**config.mk**
```make
export PLATFORM = sky130hd
export DESIGN_NAME = keypad_word_assembler
export DESIGN_NICKNAME = d
export VERILOG_FILES = /design/src/rtl/keypad_word_assembler.sv
export SDC_FILE = /design/constraint.sdc
export NUM_CORES = 1
export LEC_CHECK = 0
export ABC_CLOCK_PERIOD_IN_PS = 2750
export BUFFER_PORTS_ARGS = -buffer_cell sky130_fd_sc_hd__buf_4
export CAP_MARGIN = 10
export CORE_UTILIZATION = 61
export CTS_BUF_LIST = sky130_fd_sc_hd__clkbuf_8
export CTS_CLUSTER_DIAMETER = 80
export DETAILED_ROUTE_END_ITERATION = 6
export MAX_ROUTING_LAYER = met4
export PLACE_DENSITY = 0.88
export SETUP_SLACK_MARGIN = 0.3
export SYNTH_ARGS = -nofsm -noshare
export SYNTH_HDL_FRONTEND = slang
export SYNTH_SLANG_ARGS = --single-unit
```
**constraint.sdc**
```tcl
create_clock -name clk -period 2.75 [get_ports clk]
set_clock_uncertainty 0.05 [all_clocks]
set_input_delay 0.1375 -clock clk [delete_from_list [all_inputs] [get_ports clk]]
set_output_delay 0.1375 -clock clk [all_outputs]
set_load 0.01 [all_outputs]
```
**src/rtl/keypad_word_assembler.sv**
```systemverilog
// Assembles debounced keypad codes into 4-digit words {chg_flag, value} with
// backspace, clear, change-flag toggle and an inactivity auto-clear.
module keypad_word_assembler #(
    parameter int TIMEOUT_CYCLES = 50000000,
    parameter int CNT_W          = 26
) (
    input  logic        clk,
    input  logic        rst,
    input  logic        key_valid,
    input  logic [3:0]  key_code,
    output logic [16:0] data_out,
    output logic        data_load,
    output logic [2:0]  digit_count,
    output logic        chg_flag,
    output logic        entry_error,
    output logic        timeout
);

    localparam logic [3:0] KEY_CHG = 4'hA;
    localparam logic [3:0] KEY_BSP = 4'hB;
    localparam logic [3:0] KEY_CLR = 4'hC;
    localparam logic [3:0] KEY_ENT = 4'hE;
    localparam logic [3:0] KEY_MAX_DIGIT = 4'h9;

    // Expiry compares against the counter value before the final idle increment.
    localparam logic [CNT_W-1:0] TMO_LAST = CNT_W'(TIMEOUT_CYCLES - 2);

    // The entry state is the digit count itself; this is its named view.
    typedef enum logic [1:0] {
        EMPTY   = 2'd0,
        PARTIAL = 2'd1,
        FULL    = 2'd2
    } view_t;

    logic [15:0]      acc_q,   acc_d;
    logic [2:0]       count_q, count_d;
    logic             chg_q,   chg_d;
    logic [16:0]      data_q,  data_d;
    logic             load_q,  load_d;
    logic             err_q,   err_d;
    logic             tmo_q,   tmo_d;
    logic [CNT_W-1:0] tcnt_q,  tcnt_d;
    view_t            view;

    always_ff @(posedge clk) begin
        if (!rst) begin
            acc_q   <= '0;
            count_q <= '0;
            chg_q   <= 1'b0;
            data_q  <= '0;
            load_q  <= 1'b0;
            err_q   <= 1'b0;
            tmo_q   <= 1'b0;
            tcnt_q  <= '0;
        end else begin
            acc_q   <= acc_d;
            count_q <= count_d;
            chg_q   <= chg_d;
            data_q  <= data_d;
            load_q  <= load_d;
            err_q   <= err_d;
            tmo_q   <= tmo_d;
            tcnt_q  <= tcnt_d;
        end
    end

    always_comb begin
        if (count_q == 3'd0) begin
            view = EMPTY;
        end else if (count_q == 3'd4) begin
            view = FULL;
        end else begin
            view = PARTIAL;
        end
    end

    always_comb begin
        acc_d   = acc_q;
        count_d = count_q;
        chg_d   = chg_q;
        data_d  = data_q;
        load_d  = 1'b0;
        err_d   = 1'b0;
        tmo_d   = 1'b0;
        tcnt_d  = tcnt_q;

        if (key_valid) begin
            // A key always restarts the idle window, even one that is rejected.
            tcnt_d = '0;
            case (key_code)
                KEY_CHG: chg_d = ~chg_q;
                KEY_BSP: begin
                    if (view == EMPTY) begin
                        err_d = 1'b1;
                    end else begin
                        acc_d   = {4'h0, acc_q[15:4]};
                        count_d = count_q - 3'd1;
                    end
                end
                KEY_CLR: begin
                    acc_d   = '0;
                    count_d = '0;
                    chg_d   = 1'b0;
                end
                KEY_ENT: begin
                    if (view == FULL) begin
                        data_d  = {chg_q, acc_q};
                        load_d  = 1'b1;
                        acc_d   = '0;
                        count_d = '0;
                        chg_d   = 1'b0;
                    end else begin
                        err_d = 1'b1;
                    end
                end
                default: begin
                    if (key_code <= KEY_MAX_DIGIT && view != FULL) begin
                        acc_d   = {acc_q[11:0], key_code};
                        count_d = count_q + 3'd1;
                    end else begin
                        err_d = 1'b1;
                    end
                end
            endcase
        end else if (view != EMPTY || chg_q) begin
            if (tcnt_q == TMO_LAST) begin
                acc_d   = '0;
                count_d = '0;
                chg_d   = 1'b0;
                tcnt_d  = '0;
                tmo_d   = 1'b1;
            end else begin
                tcnt_d = tcnt_q + 1'b1;
            end
        end else begin
            tcnt_d = '0;
        end
    end

    assign data_out    = data_q;
    assign data_load   = load_q;
    assign digit_count = count_q;
    assign chg_flag    = chg_q;
    assign entry_error = err_q;
    assign timeout     = tmo_q;

endmodule

```
==> metrics.csv <==
stage;metric;value;unit
outcome;status;finished, final reports clean;
setup_path;r2r endpoint;digit_count[2]$_SDFFE_PN0P_;
synth;EDFF count, synth;0;
grt;antenna violations before repair;0;
route;DR DRC count;0;
layout;area grow syn2layout;14.82;%
setup_path;crit path cell chain;inv_1 -> ha_1 -> or4bb_1 -> nor2_1 -> nand4_1 -> o22a_1 -> buf_12 -> a311o_1;
clock_network;clock sink total;66;
floorplan;Initial Util;0.6381;
clock_network;clock root buffer;clkbuf_8;
route;vias per cell;5.590;
timing;Max Slew Vio Count;0;
route;DR vias;2510;
setup_path;crit end category;register;
layout;ant diodes;0;
synth;Async SR Flop Fraction;0;
synth;Syn Area/Cell;8.587;sq um
grt;global-route usage over all layers;0.2687;
clock_network;H-tree levels;3;
timing;unrepaired setup endpoints after global routing;false;
clock_network;Clock Path Buffers;2;
placed_design;Placement Setup Slack;0.5228;ns
setup_path;CP max-delay cell;or4bb_1;
floorplan;Site Rows;25;
clock_network;Worst-Skew Late Latency;0.35;ns
route;routed len/inst;13.93;um
clock_network;CTS tree;yes;
clock_network;hold_buf cts;0;
placed_design;RD Place Congestion;0.8785;
synth;top cell type's share of synthesized area;0.4384;
route;iteration count of the initial detailed-routing pass;4;
layout;Final Util;0.7327;
grt;largest net degree at the start of global routing;50;
setup_path;Critical Path Start;tcnt_q[0]$_SDFF_PP0_;
power_and_ir_drop;Lkg Pwr;1.261;nW
clock_network;post-cts resize count;0;
setup_path;flop2flop setup slack;0.51;ns
setup_path;type of origin of the critical path;register;
floorplan;Die Y;72.30;um
timing;Worst Tran Pin Value;0.9135;ns
synth;Cell Area, Synth;3014;sq um
timing;final setup fails;0;
hold_path;worst hold path type;in2reg;
placed_design;number of port buffers;30;
floorplan;die width;72.30;um
grt;gr ovfl total;0;
floorplan;Core Footprint;4723;sq um
grt;vias in the first global route;2395;
setup_path;CP max FO;19;
clock_network;CTS Buf Count;9;
placed_design;Placement Cell Area;3287;sq um
synth;synthesized netlist cell count;351;
hold_path;HP Start;key_code[2];
synth;top post-synthesis cells by area;dfxtp_1 (44%), nand2_1 (8.8%), xor2_1 (5.5%);
layout;final design area excluding fillers;3461;sq um
synth;YS warnings;0;
synth;Distinct cells, synth;45;
grt;global-route wire length before repair;10.58;mm
layout;layout cell share with drive strength beyond 1;0.1335;
timing;Slew Limit Headroom;0.3824;
setup_path;CP arrival;2.41;ns
timing;period utilisation layout;0.8132;
timing;Final Hold Vio Count;0;
floorplan;Die Area;5227;sq um
route;Iteration-0 DRC Markers;244;
power_and_ir_drop;Cell Pwr Density;536.3;nW/um^2
synth;Mapped Nets;361;
floorplan;# IOs;31;
power_and_ir_drop;Peak VDD IR;0.4075;mV
synth;ys flop type;dfxtp_1;
hold_path;Worst Hold Path EP;data_load$_SDFF_PN0_;
setup_path;r2r worst-path depth;8;
job;Max Cap Viol;0;
timing;fin crit period;2.236;ns
hold_path;WHS Path Cells;2;
setup_path;CP max stage delay;0.50;ns
timing;post-route setup slack;0.5138;ns
synth;number of synthesized register bits;66;
placed_design;DPL Wire Length;4.258;mm
clock_network;Reg clk slew, reported paths;0.07;ns
timing;Fin Setup TNS;0;ns
synth;area leader, netlist;dfxtp_1;
layout;Nets;389;
route;Routed WL;6.254;mm
setup_path;Setup CP Type;reg2reg;
synth;Seq/Total Area, Yosys;0.4384;
setup_path;Worst Path Required;2.93;ns
setup_path;Crit Reg-Reg Startpoint;tcnt_q[0]$_SDFF_PP0_;
route;Antenna Violating Nets Remaining;0;
clock_network;postcts setup bufs;0;
timing;fmax;0.4472;GHz
[cells in the final DEF (no fill, tap or decap), types with 2 or more instances in the layout]
cell type	count
or3_1	2
inv_1	13
mux2i_1	13
nor4b_1	2
nand3_1	13
o21ai_0	2
a32o_1	12
nor4_1	3
buf_4	34
or4b_1	2
xor2_1	19
nand2_1	71
nor3_2	2
a21oi_1	5
nor2_1	36
dfxtp_1	66
and2_1	2
a21boi_0	17
nor3_1	8
nand4_1	10
and3_1	4
clkbuf_8	9
nor3b_1	2
o211ai_1	2
or2_2	2
ha_1	2
xnor2_1	6
a21o_1	3
[layer usage]
| layer | global-route usage | vias to the layer above | part of all wire |
|---|---|---|---|
| met5 | - | - | 0 |
| met4 | 0.1307 | 0 | 0.019 |
| met3 | 0.05556 | 15 | 0.040 |
| met2 | 0.4590 | 53 | 0.51 |
| met1 | 0.2983 | 1175 | 0.43 |
| li1 | - | 1267 | - |
[through the flow]
step           hold slack (ns)  instances  power (W)
3_5_place_dp            0.4003        435   0.001126
3_3_place_gp            0.3957        435   0.001124
5_1_grt                 0.1092        449   0.001920
2_1_floorplan           0.3060        351   0.001091
4_1_cts                0.07571        449   0.001868
6_report               0.08128        449   0.001856
[power by group]
part           leakage [nW]  internal, W  switching [W]
sequential            0.532     0.000965      0.0000109
combinational         0.635    0.0000524      0.0000793
clock                0.0936     0.000400       0.000349
total                  1.26      0.00142       0.000439
[area by class of cell]
cell class | instances | area, sq um
multi-input cells | 255 | 1562
flip-flops and latches | 66 | 1321
fillers | 361 | 1262
repair buffers | 35 | 275.3
clock buffers | 9 | 123.9
well taps | 67 | 83.83
clock inverters | 5 | 50.05
inverters | 12 | 45.04
[how the worst max path moves through the flow]
stage | to | slack, ns | depth (start not counted)
3_3_place_gp | digit_count[2]$_SDFFE_PN0P_ | 0.59 | 8
4_1_cts | digit_count[2]$_SDFFE_PN0P_ | 0.50 | 8
2_1_floorplan | acc_q[10]$_SDFFE_PN0P_ | 0.71 | 8
5_1_grt | digit_count[2]$_SDFFE_PN0P_ | 0.41 | 8
3_5_place_dp | digit_count[2]$_SDFFE_PN0P_ | 0.52 | 8
6_report | digit_count[2]$_SDFFE_PN0P_ | 0.51 | 8
[synth_stat cells (all sizes together), types with 3 or more instances]
library cell / count
a21boi: 17
a21o: 3
a21oi: 5
a32o: 12
and3: 4
buf: 5
clkbuf: 13
dfxtp: 66
inv: 11
mux2i: 13
nand2: 71
nand3: 13
nand4: 10
nor2: 36
nor3: 10
nor4: 3
o21ai: 3
xnor2: 6
xor2: 19
[critical path: cells and delay by family, from the launching register on]
kind	cells	cell delay, ns
AOI/OAI and AO/OA	2	0.59
adders and majority gates	1	0.14
buffers and inverters	2	0.24
DFF	1	0.33
and+or+nand+nor	3	0.77
[cell families (layout without fill, tap and decap cells)]
group / count (synthesis) / after routing / share of synthesized area
buffers and inverters: 30 / 61 / 0.04358
xor gates and xnor gates: 25 / 25 / 0.07264
muxes: 13 / 13 / 0.04317
AOI/OAI and AO/OA: 50 / 50 / 0.1328
and+or+nand+nor: 164 / 164 / 0.2545
DFF: 66 / 66 / 0.4384
adders and majority gates: 3 / 3 / 0.01494
[state kept, by name (all words and copies together) (netlist names)]
register and flops:
tcnt_q 26, data_out 17, acc_q 16, digit_count 3, chg_flag 1, data_load 1, entry_error 1, timeout 1
Power figures use the tool's default switching activity.
